==> src/rtl/bp_common_rv64_pkg.sv <==
// Shared RV64 types for the FP control/status path: fflags/frm encodings,
// the fcsr layout, CSR operation codes and the fcsr read-modify-write helper.
package bp_common_rv64_pkg;

  typedef struct packed {
    logic nv;
    logic dz;
    logic of;
    logic uf;
    logic nx;
  } rv64_fflags_s;

  typedef enum logic [2:0] {
    e_rne = 3'b000,
    e_rtz = 3'b001,
    e_rdn = 3'b010,
    e_rup = 3'b011,
    e_rmm = 3'b100,
    e_dyn = 3'b111
  } rv64_frm_e;

  typedef enum logic [1:0] {
    e_fcsr_read  = 2'b00,
    e_fcsr_write = 2'b01,
    e_fcsr_set   = 2'b10,
    e_fcsr_clear = 2'b11
  } bp_fcsr_op_e;

  localparam logic [11:0] rv64_csr_fflags_gp = 12'h001;
  localparam logic [11:0] rv64_csr_frm_gp    = 12'h002;
  localparam logic [11:0] rv64_csr_fcsr_gp   = 12'h003;

  // frm is kept as raw bits because reserved encodings are storable
  typedef struct packed {
    logic [2:0]   frm;
    rv64_fflags_s fflags;
  } rv64_fcsr_s;

  // Read-modify-write on the 8-bit fcsr image; callers pick which fields to keep
  function automatic logic [7:0] fcsr_alu(input bp_fcsr_op_e op,
                                          input logic [7:0] old_val,
                                          input logic [7:0] opnd);
    case (op)
      e_fcsr_write: fcsr_alu = opnd;
      e_fcsr_set:   fcsr_alu = old_val | opnd;
      e_fcsr_clear: fcsr_alu = old_val & ~opnd;
      default:      fcsr_alu = old_val;
    endcase
  endfunction

endpackage

==> src/rtl/bp_be_fflags_reduce.sv <==
// OR-reduction of the valid-masked exception flags from all retiring FP ports.
module bp_be_fflags_reduce
  import bp_common_rv64_pkg::*;
#(
  parameter int num_ports_p = 2
) (
  input  logic [num_ports_p-1:0]   v_i,
  input  logic [num_ports_p*5-1:0] flags_i,
  output rv64_fflags_s             flags_o
);

  logic [num_ports_p-1:0][4:0] masked;

  genvar gi;
  generate
    for (gi = 0; gi < num_ports_p; gi++) begin : g_mask
      assign masked[gi] = v_i[gi] ? flags_i[gi*5 +: 5] : 5'b0;
    end
  endgenerate

  // Fold every port's masked flags together
  always_comb begin
    logic [4:0] acc;
    acc = 5'b0;
    for (int k = 0; k < num_ports_p; k++) begin
      acc = acc | masked[k];
    end
    flags_o = rv64_fflags_s'(acc);
  end

endmodule

==> src/rtl/bp_be_fcsr_unit.sv <==
// Floating-point control/status unit: sticky fflags, frm, CSR access through a
// one-entry response buffer, and dynamic rounding-mode resolution.
// Optional macro BP_FCSR_DIRTY_TRACK_EN builds a real FS dirty bit; without it
// the FP state is reported permanently dirty.
module bp_be_fcsr_unit
  import bp_common_rv64_pkg::*;
#(
  parameter int num_ports_p = 2
) (
  input  logic                     clk_i,
  input  logic                     reset_n_i,
  input  logic [num_ports_p-1:0]   flags_v_i,
  input  logic [num_ports_p*5-1:0] flags_i,
  input  logic                     csr_v_i,
  output logic                     csr_ready_o,
  input  logic [1:0]               csr_op_i,
  input  logic [11:0]              csr_addr_i,
  input  logic [63:0]              csr_data_i,
  output logic                     csr_v_o,
  output logic [63:0]              csr_data_o,
  output logic                     csr_illegal_o,
  input  logic                     csr_yumi_i,
  input  logic [2:0]               instr_frm_i,
  output logic [2:0]               frm_o,
  output logic                     frm_illegal_o,
  output logic [4:0]               fflags_o,
  output logic [2:0]               frm_r_o,
  output logic                     fs_dirty_o,
  input  logic                     fs_clean_i
);

  logic [4:0]   fflags_r, fflags_n;
  logic [2:0]   frm_r, frm_n;
  rv64_fflags_s retire_flags;
  logic         accept, legal, state_write;
  logic [7:0]   old_byte, opnd_byte, alu_byte;
  logic [63:0]  old_data;
  bp_fcsr_op_e  op;

  bp_be_fflags_reduce #(.num_ports_p(num_ports_p)) u_reduce (
    .v_i     (flags_v_i),
    .flags_i (flags_i),
    .flags_o (retire_flags)
  );

  assign op          = bp_fcsr_op_e'(csr_op_i);
  assign csr_ready_o = ~csr_v_o | csr_yumi_i;
  assign accept      = csr_v_i & csr_ready_o;
  assign legal       = (csr_addr_i == rv64_csr_fflags_gp)
                     | (csr_addr_i == rv64_csr_frm_gp)
                     | (csr_addr_i == rv64_csr_fcsr_gp);
  assign state_write = accept & legal & (op != e_fcsr_read);
  assign old_byte    = {frm_r, fflags_r};
  assign alu_byte    = fcsr_alu(op, old_byte, opnd_byte);

  // Place the operand in the fcsr image and capture the pre-cycle value for reads
  always_comb begin
    opnd_byte = 8'b0;
    old_data  = 64'b0;
    case (csr_addr_i)
      rv64_csr_fflags_gp: begin
        opnd_byte = {3'b0, csr_data_i[4:0]};
        old_data  = {59'b0, fflags_r};
      end
      rv64_csr_frm_gp: begin
        opnd_byte = {csr_data_i[2:0], 5'b0};
        old_data  = {61'b0, frm_r};
      end
      rv64_csr_fcsr_gp: begin
        opnd_byte = csr_data_i[7:0];
        old_data  = {56'b0, old_byte};
      end
      default: ;
    endcase
  end

  // CSR result first, then same-cycle retired flags ORed on top
  always_comb begin
    fflags_n = fflags_r;
    frm_n    = frm_r;
    if (state_write) begin
      if (csr_addr_i != rv64_csr_frm_gp)    fflags_n = alu_byte[4:0];
      if (csr_addr_i != rv64_csr_fflags_gp) frm_n    = alu_byte[7:5];
    end
    fflags_n = fflags_n | retire_flags;
  end

  // Architectural state registers
  always_ff @(posedge clk_i or negedge reset_n_i) begin
    if (!reset_n_i) begin
      fflags_r <= 5'b0;
      frm_r    <= 3'b0;
    end else begin
      fflags_r <= fflags_n;
      frm_r    <= frm_n;
    end
  end

  // Single-entry response buffer: load on accept, drop on yumi, else hold
  always_ff @(posedge clk_i or negedge reset_n_i) begin
    if (!reset_n_i) begin
      csr_v_o       <= 1'b0;
      csr_data_o    <= 64'b0;
      csr_illegal_o <= 1'b0;
    end else if (accept) begin
      csr_v_o       <= 1'b1;
      csr_data_o    <= legal ? old_data : 64'b0;
      csr_illegal_o <= ~legal;
    end else if (csr_yumi_i) begin
      csr_v_o       <= 1'b0;
    end
  end

  assign fflags_o      = fflags_r;
  assign frm_r_o       = frm_r;
  assign frm_o         = (instr_frm_i == e_dyn) ? frm_r : instr_frm_i;
  assign frm_illegal_o = (frm_o >= 3'b101);

`ifdef BP_FCSR_DIRTY_TRACK_EN
  logic fs_dirty_r;
  logic dirty_set;
  assign dirty_set = (|retire_flags) | state_write;

  // Dirty bit: any set condition overrides a same-cycle clean request
  always_ff @(posedge clk_i or negedge reset_n_i) begin
    if (!reset_n_i)     fs_dirty_r <= 1'b0;
    else if (dirty_set) fs_dirty_r <= 1'b1;
    else if (fs_clean_i) fs_dirty_r <= 1'b0;
  end
  assign fs_dirty_o = fs_dirty_r;

  logic [55:0] unused_data;
  assign unused_data = csr_data_i[63:8];
`else
  assign fs_dirty_o = 1'b1;

  logic [56:0] unused_data;
  assign unused_data = {fs_clean_i, csr_data_i[63:8]};
`endif

endmodule
==> config.mk <==
export PLATFORM = sky130hd
export DESIGN_NAME = bp_be_fcsr_unit
export DESIGN_NICKNAME = d
export VERILOG_FILES = /design/src/rtl/bp_common_rv64_pkg.sv /design/src/rtl/bp_be_fflags_reduce.sv /design/src/rtl/bp_be_fcsr_unit.sv
export SDC_FILE = /design/constraint.sdc
export NUM_CORES = 1
export LEC_CHECK = 0
export CAP_MARGIN = 20
export CORE_MARGIN = 10
export CORE_UTILIZATION = 45
export CTS_CLUSTER_DIAMETER = 30
export DETAILED_ROUTE_END_ITERATION = 6
export DONT_BUFFER_PORTS = 1
export GPL_TIMING_DRIVEN = 0
export PLACE_DENSITY_LB_ADDON = 0.08
export SYNTH_ARGS = -nofsm -noshare
export SYNTH_HDL_FRONTEND = slang
export SYNTH_SLANG_ARGS = --single-unit
==> constraint.sdc <==
create_clock -name clk_i -period 3 [get_ports clk_i]
set_input_delay 0.15 -clock clk_i [delete_from_list [all_inputs] [get_ports clk_i]]
set_output_delay 0.15 -clock clk_i [all_outputs]
set_load 0.005 [all_outputs]
# After elaboration in Yosys (flattened, before gate mapping)
# Index checks and enable logic that the tools add are counted.
dict set report totals {
  out_inout_bits 80
  regBits 74
  in_bits 98
  elab_cells 43
}
dict set report classes {
  n_mux 11
  bitwise_logic 13
  magnitude_cmp 1
  n_reduce_logical 4
  eq_ne 9
}
# op count
set ops {}
lappend ops {{one-hot mux 8 bit (3 select lines)} 3}
lappend ops {{2-to-1 mux 64 bit} 1}
lappend ops {{== test 12 x 2 -> 1 bit (second input constant)} 2}
lappend ops {{2-to-1 mux 5 bit} 4}
lappend ops {{== test 12 x 1 -> 1 bit (second input constant)} 1}
lappend ops {{inequality test 12 x 1 -> 1 bit (second input constant)} 1}
lappend ops {{inequality test 12 x 2 -> 1 bit (second input constant)} 1}
lappend ops {{OR 5 bit} 2}
lappend ops {{AND 8 bit} 1}
lappend ops {{NOT 8 bit} 1}
lappend ops {{OR 8 bit} 1}
lappend ops {{== test 2 bit (second input constant)} 2}
lappend ops {{nonzero test 2 bit} 2}
lappend ops {{AND 1 bit} 3}
lappend ops {{== test 3 bit (second input constant)} 1}
lappend ops {{>= comparator 3 bit (second input constant)} 1}
lappend ops {{2-to-1 mux 3 bit} 1}
lappend ops {{OR 1 bit} 3}
lappend ops {{AND reduction 3 bit} 1}
lappend ops {{nonzero test 3 bit} 1}
lappend ops {{== test 2 x 1 -> 1 bit (second input constant)} 1}
lappend ops {{2-to-1 mux 1 bit} 2}
lappend ops {{NOT 1 bit} 2}

# Logic depth before layout (Yosys ltp)
# Gate-level depths: netlist of the first run.
dict set report logic_depth {
  depth_word 8
  depth_mapped 7
  mapped_depth_nobuf 5
}

# By module
# A second synthesis of the first run with hierarchy kept.
dict set report hier_totals {
  cells_unflattened 191
  area_unflattened_um2 1625.3
}
# module instances area_per_inst_um2 cells_each seq_area_each_um2
set by_module_without_submodules {}
lappend by_module_without_submodules {bp_be_fcsr_unit 1 1581.5 186 450.4}
lappend by_module_without_submodules {bp_be_fflags_reduce 1 43.8 5 0.0}

# Worst setup path after synthesis of the first run
# Ideal clock, no wire load.
dict set report synth_path {
  path_kind {flip-flop to flip-flop}
  startpoint {reg csr_v_o}
  endpoint {reg frm_r[1], in the netlist frm_r_o[1]}
  slack_ns 1.568
  required_time_ns 2.920
  arrival_ns 1.352
  setup_time_ns 0.080
  synth_period_minus_slack_ns 1.432
  stages_incl_launch_ff 8
  path_buffers 2
  cell_sequence {dfrtp_1 -> nand2b_4 -> and2_1 -> buf_6 -> and3_1 -> buf_4 -> and4bb_1 -> nor3_2}
}
dict set report synth_between {
  elab_chain_len 6
}
# item line
set synth_rtl {}
lappend synth_rtl {{start, declared} bp_be_fcsr_unit.sv:19} ;# output logic csr_v_o,
lappend synth_rtl {{start signal, assigned} bp_be_fcsr_unit.sv:102} ;# csr_v_o <= 1'b0;
lappend synth_rtl {{start signal, assigned} bp_be_fcsr_unit.sv:106} ;# csr_v_o <= 1'b1;
lappend synth_rtl {{start signal, assigned} bp_be_fcsr_unit.sv:110} ;# csr_v_o <= 1'b0;
lappend synth_rtl {{NOT 1 bit} bp_be_fcsr_unit.sv:47} ;# assign csr_ready_o = ~csr_v_o | csr_yumi_i;
lappend synth_rtl {{OR 1 bit} bp_be_fcsr_unit.sv:47}
lappend synth_rtl {{net csr_ready_o} bp_be_fcsr_unit.sv:15} ;# output logic csr_ready_o,
lappend synth_rtl {{AND 1 bit} bp_be_fcsr_unit.sv:48} ;# assign accept = csr_v_i & csr_ready_o;
lappend synth_rtl {{AND 1 bit (2 in series)} bp_be_fcsr_unit.sv:52} ;# assign state_write = accept & legal & (op != e_fcsr_read);
lappend synth_rtl {{AND reduction 3 bit (no source line)} --}
lappend synth_rtl {{end signal, assigned} bp_be_fcsr_unit.sv:95} ;# frm_r <= frm_n;
lappend synth_rtl {{end, declared} bp_be_fcsr_unit.sv:33} ;# logic [2:0] frm_r, frm_n;
# The timed path passes the listed nets, and every way through them passes these cells.
# A chain may end at the register's enable or synchronous reset.

# Worst setup path in the final report of the first run
# Ends and elaborated chain as after synthesis.

==> impl_summary.txt, run 1 <==
----------------------------------------------------
[Run status]
  Run status ... complete, no violations

[Power]
  Combinational fraction of design power ... 0.273
  Sequential cell fraction of total power ... 0.491
  Share of power burned in the clock network ... 0.236
  Maximum vdd drop ... 128.6 uV
  Static leakage power ... 1.008 nW
  Switching power share of the total ... 0.2808
  Reported net switching power ... 141.7 uW
  Internal power ... 363.0 uW
  PD cells ... 263.6 nW/um2

[STA]
  RSZ-0062 raised after global routing ... no
  Setup Total Neg Slack ... 0 ns
  Worst slew slack as a fraction of its limit ... 0.4268
  Final Cycle Share ... 0.5115
  Setup skew after layout ... 0.004404 ns
  Worst path setup slack after routing ... 1.465 ns
  Worst Max-Slew Pin Slew ... 0.8569 ns
  Maximum clock rate ... 0.6517 GHz
  Max-slew violations ... 0
  Final setup vio count ... 0
  Time the final worst path needs with I/O delays and setup ... 1.535 ns
  WHS ... 0.008025 ns
  Count of final hold-check violations ... 0

[Synthesis]
  FFs w/ async S/R, synth ... 1.000
  Top-area cell type share of the netlist area ... 0.2819
  Sequential element share of the synthesized area ... 0.2819
  Most area-consuming cells after synthesis ... sky130_fd_sc_hd__dfrtp_1 (28%), sky130_fd_sc_hd__buf_4 (27%), sky130_fd_sc_hd__nand2_1 (5.6%), sky130_fd_sc_hd__nand3_1 (4.1%), sky130_fd_sc_hd__a22oi_1 (3.3%)
  Synthesized area per cell ... 8.236 um2
  Leading post-synthesis cells by instance count ... sky130_fd_sc_hd__buf_4 (58), sky130_fd_sc_hd__nand2_1 (24), sky130_fd_sc_hd__dfrtp_1 (18)
  Number of flops mapped to enable cells by yosys ... 0
  Post-synth top flop ... sky130_fd_sc_hd__dfrtp_1
  Mapped Area ... 1598 um2
  Post-synth top area cell ... sky130_fd_sc_hd__dfrtp_1
  Yosys synthesis warning count ... 0
  Number of distinct standard cells referenced by the synthesized netlist ... 37
  Count leader, synth ... sky130_fd_sc_hd__buf_4
  Number of instances in the synthesized netlist ... 194
  Flop and latch count out of synthesis ... 18

[Drt]
  Sum of routed wire length over all layers ... 4639 um
  Via/cell ratio ... 4.488
  Detailed-route via count ... 1351
  Pre-antenna DRT Iters ... 4
  Starting DRT DRC Count ... 47
  Remaining routing DRC violations ... 0
  Antenna Violating Nets Remaining ... 0
  Wire length per cell ... 15.41 um

[Setup path]
  Worst setup path endpoint ... frm_r_o[1]
  Required time worst endpoint ... 3.22 ns
  Reg-to-reg startpoint ... csr_v_o
  Length in cells of the worst reg-to-reg path ... 7
  Element type at the critical path end ... flop
  Worst R2R Setup Slack ... 1.47 ns
  Critical path launch point ... csr_v_o
  Critical setup path kind ... reg -> reg
  Endpoint of the worst-slack reg-to-reg timing path ... frm_r_o[1]
  Startpoint types ... flop
  Maximum fanout encountered on the critical timing path ... 10
  Critical Path AT ... 1.76 ns

[Place]
  Final GP Congestion ... 0.8326
  PortBufs ... 0
  Post-detailed-placement half-perimeter wirelength ... 3974 um
  Cell count after placement ... 295
  Setup slack after placement ... 1.450 ns

[Job]
  Number of max-cap violations ... 0

[CTS]
  H-Tree Depth ... 1
  Buffers inserted by post-CTS timing repair ... 0
  TritonCTS buffer count ... 3
  TritonCTS clock tree ... yes
  Worst-skew pair later-pin latency ... 0.29 ns
  Post-CTS clock slew at the launch and capture registers of the worst setup and hold paths ... 0.10 ns
  Number of instances resized during post-cts repair ... 0
  # hold bufs at CTS ... 2
  Buffer cell driving the clock tree root ... sky130_fd_sc_hd__clkbuf_4
  Maximum root-to-sink buffer count ... 2
  Count of clock tree sinks ... 18

[Floorplan]
  Number of cell rows ... 21
  Initial core utilization ... 0.4714
  Core region area ... 3390 um2
  # IOs ... 178
  Area of the die ... 6334 um2
  Die width ... 79.59 um
  Y dimension of the die ... 79.59 um

[Global route]
  Initial antenna violation count ... 1
  Vias in the first global route ... 1360
  Pin count of the biggest net entering global routing ... 19
  Aggregate global routing overflow ... 0
  Combined global-route utilization of all metal layers ... 0.1397
  First-pass GRT wire length ... 7134 um

[Cells and area]
  Post-layout nets ... 355
  Growth of design area from synthesis to finish ... 19.81%
  Fraction of final layout cells with drive strength greater than 1 ... 0.2863
  Share of the core filled with cells in the final layout ... 0.5648
  Antenna diode instance count ... 0
  Final std cells w/o fill ... 301

[Worst hold path]
  Worst hold-check path type ... in -> reg

----------------------------------------------------
==> cell families after synthesis <==
kind of cell / share of synthesized area
other cells: 0.004700
mux: 0.03211
flops: 0.2819
xor+xnor: 0.005483
buf+inv: 0.2999
simple gates: 0.2310
compound gates: 0.1449
==> power by group through the flow <==
stage | Combinational (mW) | Clock [mW] | Sequential [mW]
floorplan | 0.113 | 0 | 0.252
global placement | 0.123 | 0 | 0.253
detailed placement | 0.123 | 0 | 0.253
CTS | 0.131 | 0.126 | 0.248
global route | 0.156 | 0.139 | 0.249
finish | 0.138 | 0.119 | 0.248
==> layout by cell type (no fill, tap or decap), types with 2 or more instances in the layout <==
master,synthesis,routed
sky130_fd_sc_hd__a21boi_0,3,3
sky130_fd_sc_hd__a21oi_1,2,2
sky130_fd_sc_hd__a22oi_1,7,7
sky130_fd_sc_hd__a31oi_1,2,2
sky130_fd_sc_hd__a41oi_1,3,3
sky130_fd_sc_hd__and3_1,2,2
sky130_fd_sc_hd__buf_2,2,2
sky130_fd_sc_hd__buf_4,58,58
sky130_fd_sc_hd__clkbuf_1,3,3
sky130_fd_sc_hd__clkbuf_4,0,3
sky130_fd_sc_hd__conb_1,2,57
sky130_fd_sc_hd__dfrtp_1,18,18
sky130_fd_sc_hd__dlygate4sd3_1,0,3
sky130_fd_sc_hd__inv_1,3,3
sky130_fd_sc_hd__mux2i_1,4,4
sky130_fd_sc_hd__nand2_1,24,24
sky130_fd_sc_hd__nand3_1,13,13
sky130_fd_sc_hd__nor2_1,13,13
sky130_fd_sc_hd__nor3_1,3,3
sky130_fd_sc_hd__nor4_4,2,2
sky130_fd_sc_hd__o21a_1,4,4
sky130_fd_sc_hd__o21ai_0,3,3
sky130_fd_sc_hd__o21ai_1,3,3
sky130_fd_sc_hd__o31ai_1,4,4
sky130_fd_sc_hd__or3b_2,2,2
==> layer usage <==
| metal | vias up | share of wire | GRT usage | wire length, um |
|---|---|---|---|---|
| met2 | 78 | 0.47 | 0.2257 | 2189 |
| met1 | 590 | 0.35 | 0.1440 | 1625 |
| met3 | 6 | 0.17 | 0.09685 | 785 |
| met4 | 2 | 0.0054 | 0.03584 | 25 |
| li1 | 675 | - | - | - |
| met5 | - | 0.0028 | 0 | 13 |
==> layout make-up <==
| cell class | count | area [um2] |
|---|---|---|
| multi-input cells | 164 | 874.6 |
| well taps | 46 | 57.56 |
| inverters | 3 | 11.26 |
| clock buffers | 3 | 22.52 |
| flip-flops and latches | 18 | 450.4 |
| fillers | 319 | 1475 |
| plain buffers | 64 | 467.9 |
| repair buffers | 3 | 30.03 |
==> critical path, stage by stage (launching register included) <==
cell and delay, ns:
sky130_fd_sc_hd__dfrtp_1 0.43, sky130_fd_sc_hd__nand2b_4 0.09, sky130_fd_sc_hd__and2_1 0.17, sky130_fd_sc_hd__buf_6 0.14, sky130_fd_sc_hd__and3_1 0.16, sky130_fd_sc_hd__buf_4 0.15
sky130_fd_sc_hd__and4bb_1 0.20, sky130_fd_sc_hd__nor3_2 0.13
==> how the worst min path moves through the flow <==
stage	depth (start not counted)	to	start
after detailed placement	0	csr_illegal_o	reset_n_i
after CTS	2	fflags_o[3]	flags_v_i[1]
after global routing	2	fflags_o[1]	flags_i[6]
after global placement	0	csr_v_o	reset_n_i
final	2	fflags_o[3]	flags_v_i[1]
after floorplan	0	csr_data_o[0]	reset_n_i
==> sequential cells by signal (all words and copies together), names as in the netlist <==
signal / cells
csr_data_o: 8
fflags_o: 5
frm_r_o: 3
csr_illegal_o: 1
csr_v_o: 1
==> stage by stage <==
stage | instance area (um2) | power [mW]
2_1_floorplan | 1804 | 0.3653
3_3_place_gp | 1862 | 0.3759
3_5_place_dp | 1862 | 0.3765
4_1_cts | 1904 | 0.5055
5_1_grt | 1914 | 0.5438
6_report | 1914 | 0.5047
(Power assumes the default switching activity.)
==> run 2, diff against run 1 <==
==> constraint.sdc (replaced) <==
create_clock -name clk_i -period 1.4 [get_ports clk_i]
set_input_delay 0.07 -clock clk_i [delete_from_list [all_inputs] [get_ports clk_i]]
set_output_delay 0.07 -clock clk_i [all_outputs]
set_load 0.005 [all_outputs]
==> impl_summary.txt, run 2 (synthesis gave the netlist of run 1 again) <==
----------------------------------------------------
[Setup path]
  Reg-to-reg startpoint ... csr_v_o
  Worst-path cell chain ... dlygate4sd3_1 -> a22oi_1 -> dlygate4sd3_1 -> nand3_1
  Startpoint types ... primary input
  Element type at the critical path end ... flop
  Maximum fanout encountered on the critical timing path ... 5
  Most Frequent Cell on Critical Path ... sky130_fd_sc_hd__dlygate4sd3_1
  Critical setup path kind ... in -> reg
  Critical Path AT ... 1.52 ns
  CP peak stage delay ... 0.60 ns
  Worst R2R Setup Slack ... 0.09 ns
  Required time worst endpoint ... 1.57 ns
  Worst-path cell with the longest stage delay ... sky130_fd_sc_hd__dlygate4sd3_1
  Length in cells of the worst reg-to-reg path ... 6
  Endpoint of the worst-slack reg-to-reg timing path ... fflags_o[0]

[Cells and area]
  Combined flip-flop and latch cell area ... 450.4 um2
  Fraction of final layout cells with drive strength greater than 1 ... 0.3034
  Commonest non-fill, non-tap cell in the layout ... sky130_fd_sc_hd__buf_4
  Antenna diode instance count ... 0
  Top register by number of flip-flops ... csr_data_o
  Post-layout nets ... 367
  Most frequent cells in the layout ... sky130_fd_sc_hd__buf_4 (58), sky130_fd_sc_hd__conb_1 (57), sky130_fd_sc_hd__nand2_1 (23), sky130_fd_sc_hd__dfrtp_1 (18), sky130_fd_sc_hd__dlygate4sd3_1 (16)
  Number of flip-flops under the largest register name ... 8
  Growth of design area from synthesis to finish ... 29.60%
  Combined area of the multi-input logic cells ... 910.9 um2
  Final std cells w/o fill ... 313
  Filler cell count ... 316

[Global route]
  Initial antenna violation count ... 1
  Aggregate global routing overflow ... 0
  First-pass GRT wire length ... 7196 um
  Pin count of the biggest net entering global routing ... 19
  Combined global-route utilization of all metal layers ... 0.1413
  Vias in the first global route ... 1419

[Power]
  PD cells ... 547.1 nW/um2
  Internal power ... 807.5 uW
  Reported net switching power ... 325.4 uW
  Sequential cell fraction of total power ... 0.469
  Share of power burned in the clock network ... 0.236
  Static leakage power ... 1.060 nW
  Combinational fraction of design power ... 0.295
  Maximum vdd drop ... 265.8 uV
  Switching power share of the total ... 0.2872

[Drt]
  Detailed-route via count ... 1391
  Sum of routed wire length over all layers ... 4618 um
  Starting DRT DRC Count ... 44
  Remaining routing DRC violations ... 0
  Pre-antenna DRT Iters ... 4
  Wire length per cell ... 14.75 um
  Antenna Violating Nets Remaining ... 0
  Via/cell ratio ... 4.444

[STA]
  WHS ... 0.01832 ns
  Worst Max-Slew Pin Slew ... 0.8671 ns
  Worst slew slack as a fraction of its limit ... 0.4201
  Max-slew violations ... 0
  Setup Total Neg Slack ... 0 ns
  Setup skew after layout ... 0.01335 ns
  Count of final hold-check violations ... 0
  Time the final worst path needs with I/O delays and setup ... 1.346 ns
  Final setup vio count ... 0
  Final Cycle Share ... 0.9612
  RSZ-0062 raised after global routing ... yes
  Maximum clock rate ... 0.7431 GHz

[Floorplan]
  Number of cell rows ... 21
  Initial core utilization ... 0.4714
  # IOs ... 178
  Core region area ... 3390 um2
  Y dimension of the die ... 79.59 um
  Die width ... 79.59 um
  Area of the die ... 6334 um2

[Worst hold path]
  Depth of the worst hold-timing path ... 3
  Worst min-delay path endpoint ... csr_illegal_o
  Worst hold-check path type ... in -> reg
  Worst hold path startpoint ... csr_addr_i[1]

[Job]
  Number of max-cap violations ... 0

[Place]
  Final GP Congestion ... 0.8300
  Post-detailed-placement half-perimeter wirelength ... 3861 um
  Cell count after placement ... 295
  PortBufs ... 0

[Run status]
  Run status ... complete, no violations

[CTS]
  Buffer cell driving the clock tree root ... sky130_fd_sc_hd__clkbuf_4
  Count of clock tree sinks ... 18
  Post-CTS clock slew at the launch and capture registers of the worst setup and hold paths ... 0.10 ns
  Maximum root-to-sink buffer count ... 2
  H-Tree Depth ... 1
  Worst-skew pair later-pin latency ... 0.30 ns
  TritonCTS clock tree ... yes
  TritonCTS buffer count ... 3

----------------------------------------------------
-- run 2: worst max-delay path by stage --
stage | startpoint | depth (start not counted) | slack (ns) | end
global placement | csr_addr_i[9] | 6 | -0.09 | fflags_o[4]
detailed placement | csr_addr_i[9] | 6 | -0.08 | fflags_o[4]
floorplan | csr_v_o | 7 | 0.02 | frm_r_o[1]
CTS | csr_v_o | 5 | -0.02 | fflags_o[0]
finish | flags_v_i[1] | 4 | 0.05 | fflags_o[1]
global route | csr_v_o | 5 | -0.008 | fflags_o[0]
-- run 2: per-layer routing --
| layer | vias up | track usage | part of all wire |
|---|---|---|---|
| li1 | 700 | - | - |
| met1 | 613 | 0.1426 | 0.35 |
| met2 | 72 | 0.2209 | 0.45 |
| met3 | 6 | 0.1137 | 0.18 |
| met4 | 0 | 0.03584 | 0.0080 |
| met5 | - | 0 | 0 |
-- run 2: cell type report --
type                            instances  share of cell area
Tap cell                               46             0.02779
Inverter                                3            0.005438
Buffer                                 62              0.2175
Sequential cell                        18              0.2175
Clock buffer                            3             0.01088
Multi-Input combinational cell        164              0.4399
Timing Repair Buffer                   17             0.08097
-- run 2: power groups by stage --
| stage | clock network [mW] | registers, mW | logic, mW |
|---|---|---|---|
| floorplan | 0 | 0.540 | 0.244 |
| global placement | 0 | 0.542 | 0.266 |
| detailed placement | 0 | 0.542 | 0.266 |
| CTS | 0.273 | 0.532 | 0.317 |
| global route | 0.297 | 0.533 | 0.374 |
| finish | 0.267 | 0.531 | 0.334 |
-- run 2: what timing repair did --
| action | CTS | global route |
|---|---|---|
| resized for setup | 0 | 9 |
| hold buffers | 16 | 0 |
| pin swaps | 1 | 2 |
| buffers inserted | 1 | 0 |
| endpoints found under the setup margin | 6 | 15 |
| cloned | 0 | 0 |
| hold endpoints to repair | 24 | 0 |
-- run 2: critical path, delay by kind of cell --
kind | cells | cell delay [ns]
buf+inv | 2 | 1.18
simple gates | 1 | 0.06
compound gates | 1 | 0.20
-- run 2: per-stage QoR --
step	worst slack, ns	cell area (um2)	total power, mW	util
6_report	0.05431	2071	1.133	0.6109
5_1_grt	-0.007991	2071	1.205	0.6109
4_1_cts	-0.02005	2052	1.121	0.6054
3_5_place_dp	-0.07973	1873	0.8084	0.5526
3_3_place_gp	-0.08504	1873	0.8078	0.5526
2_1_floorplan	0.02070	1815	0.7846	-
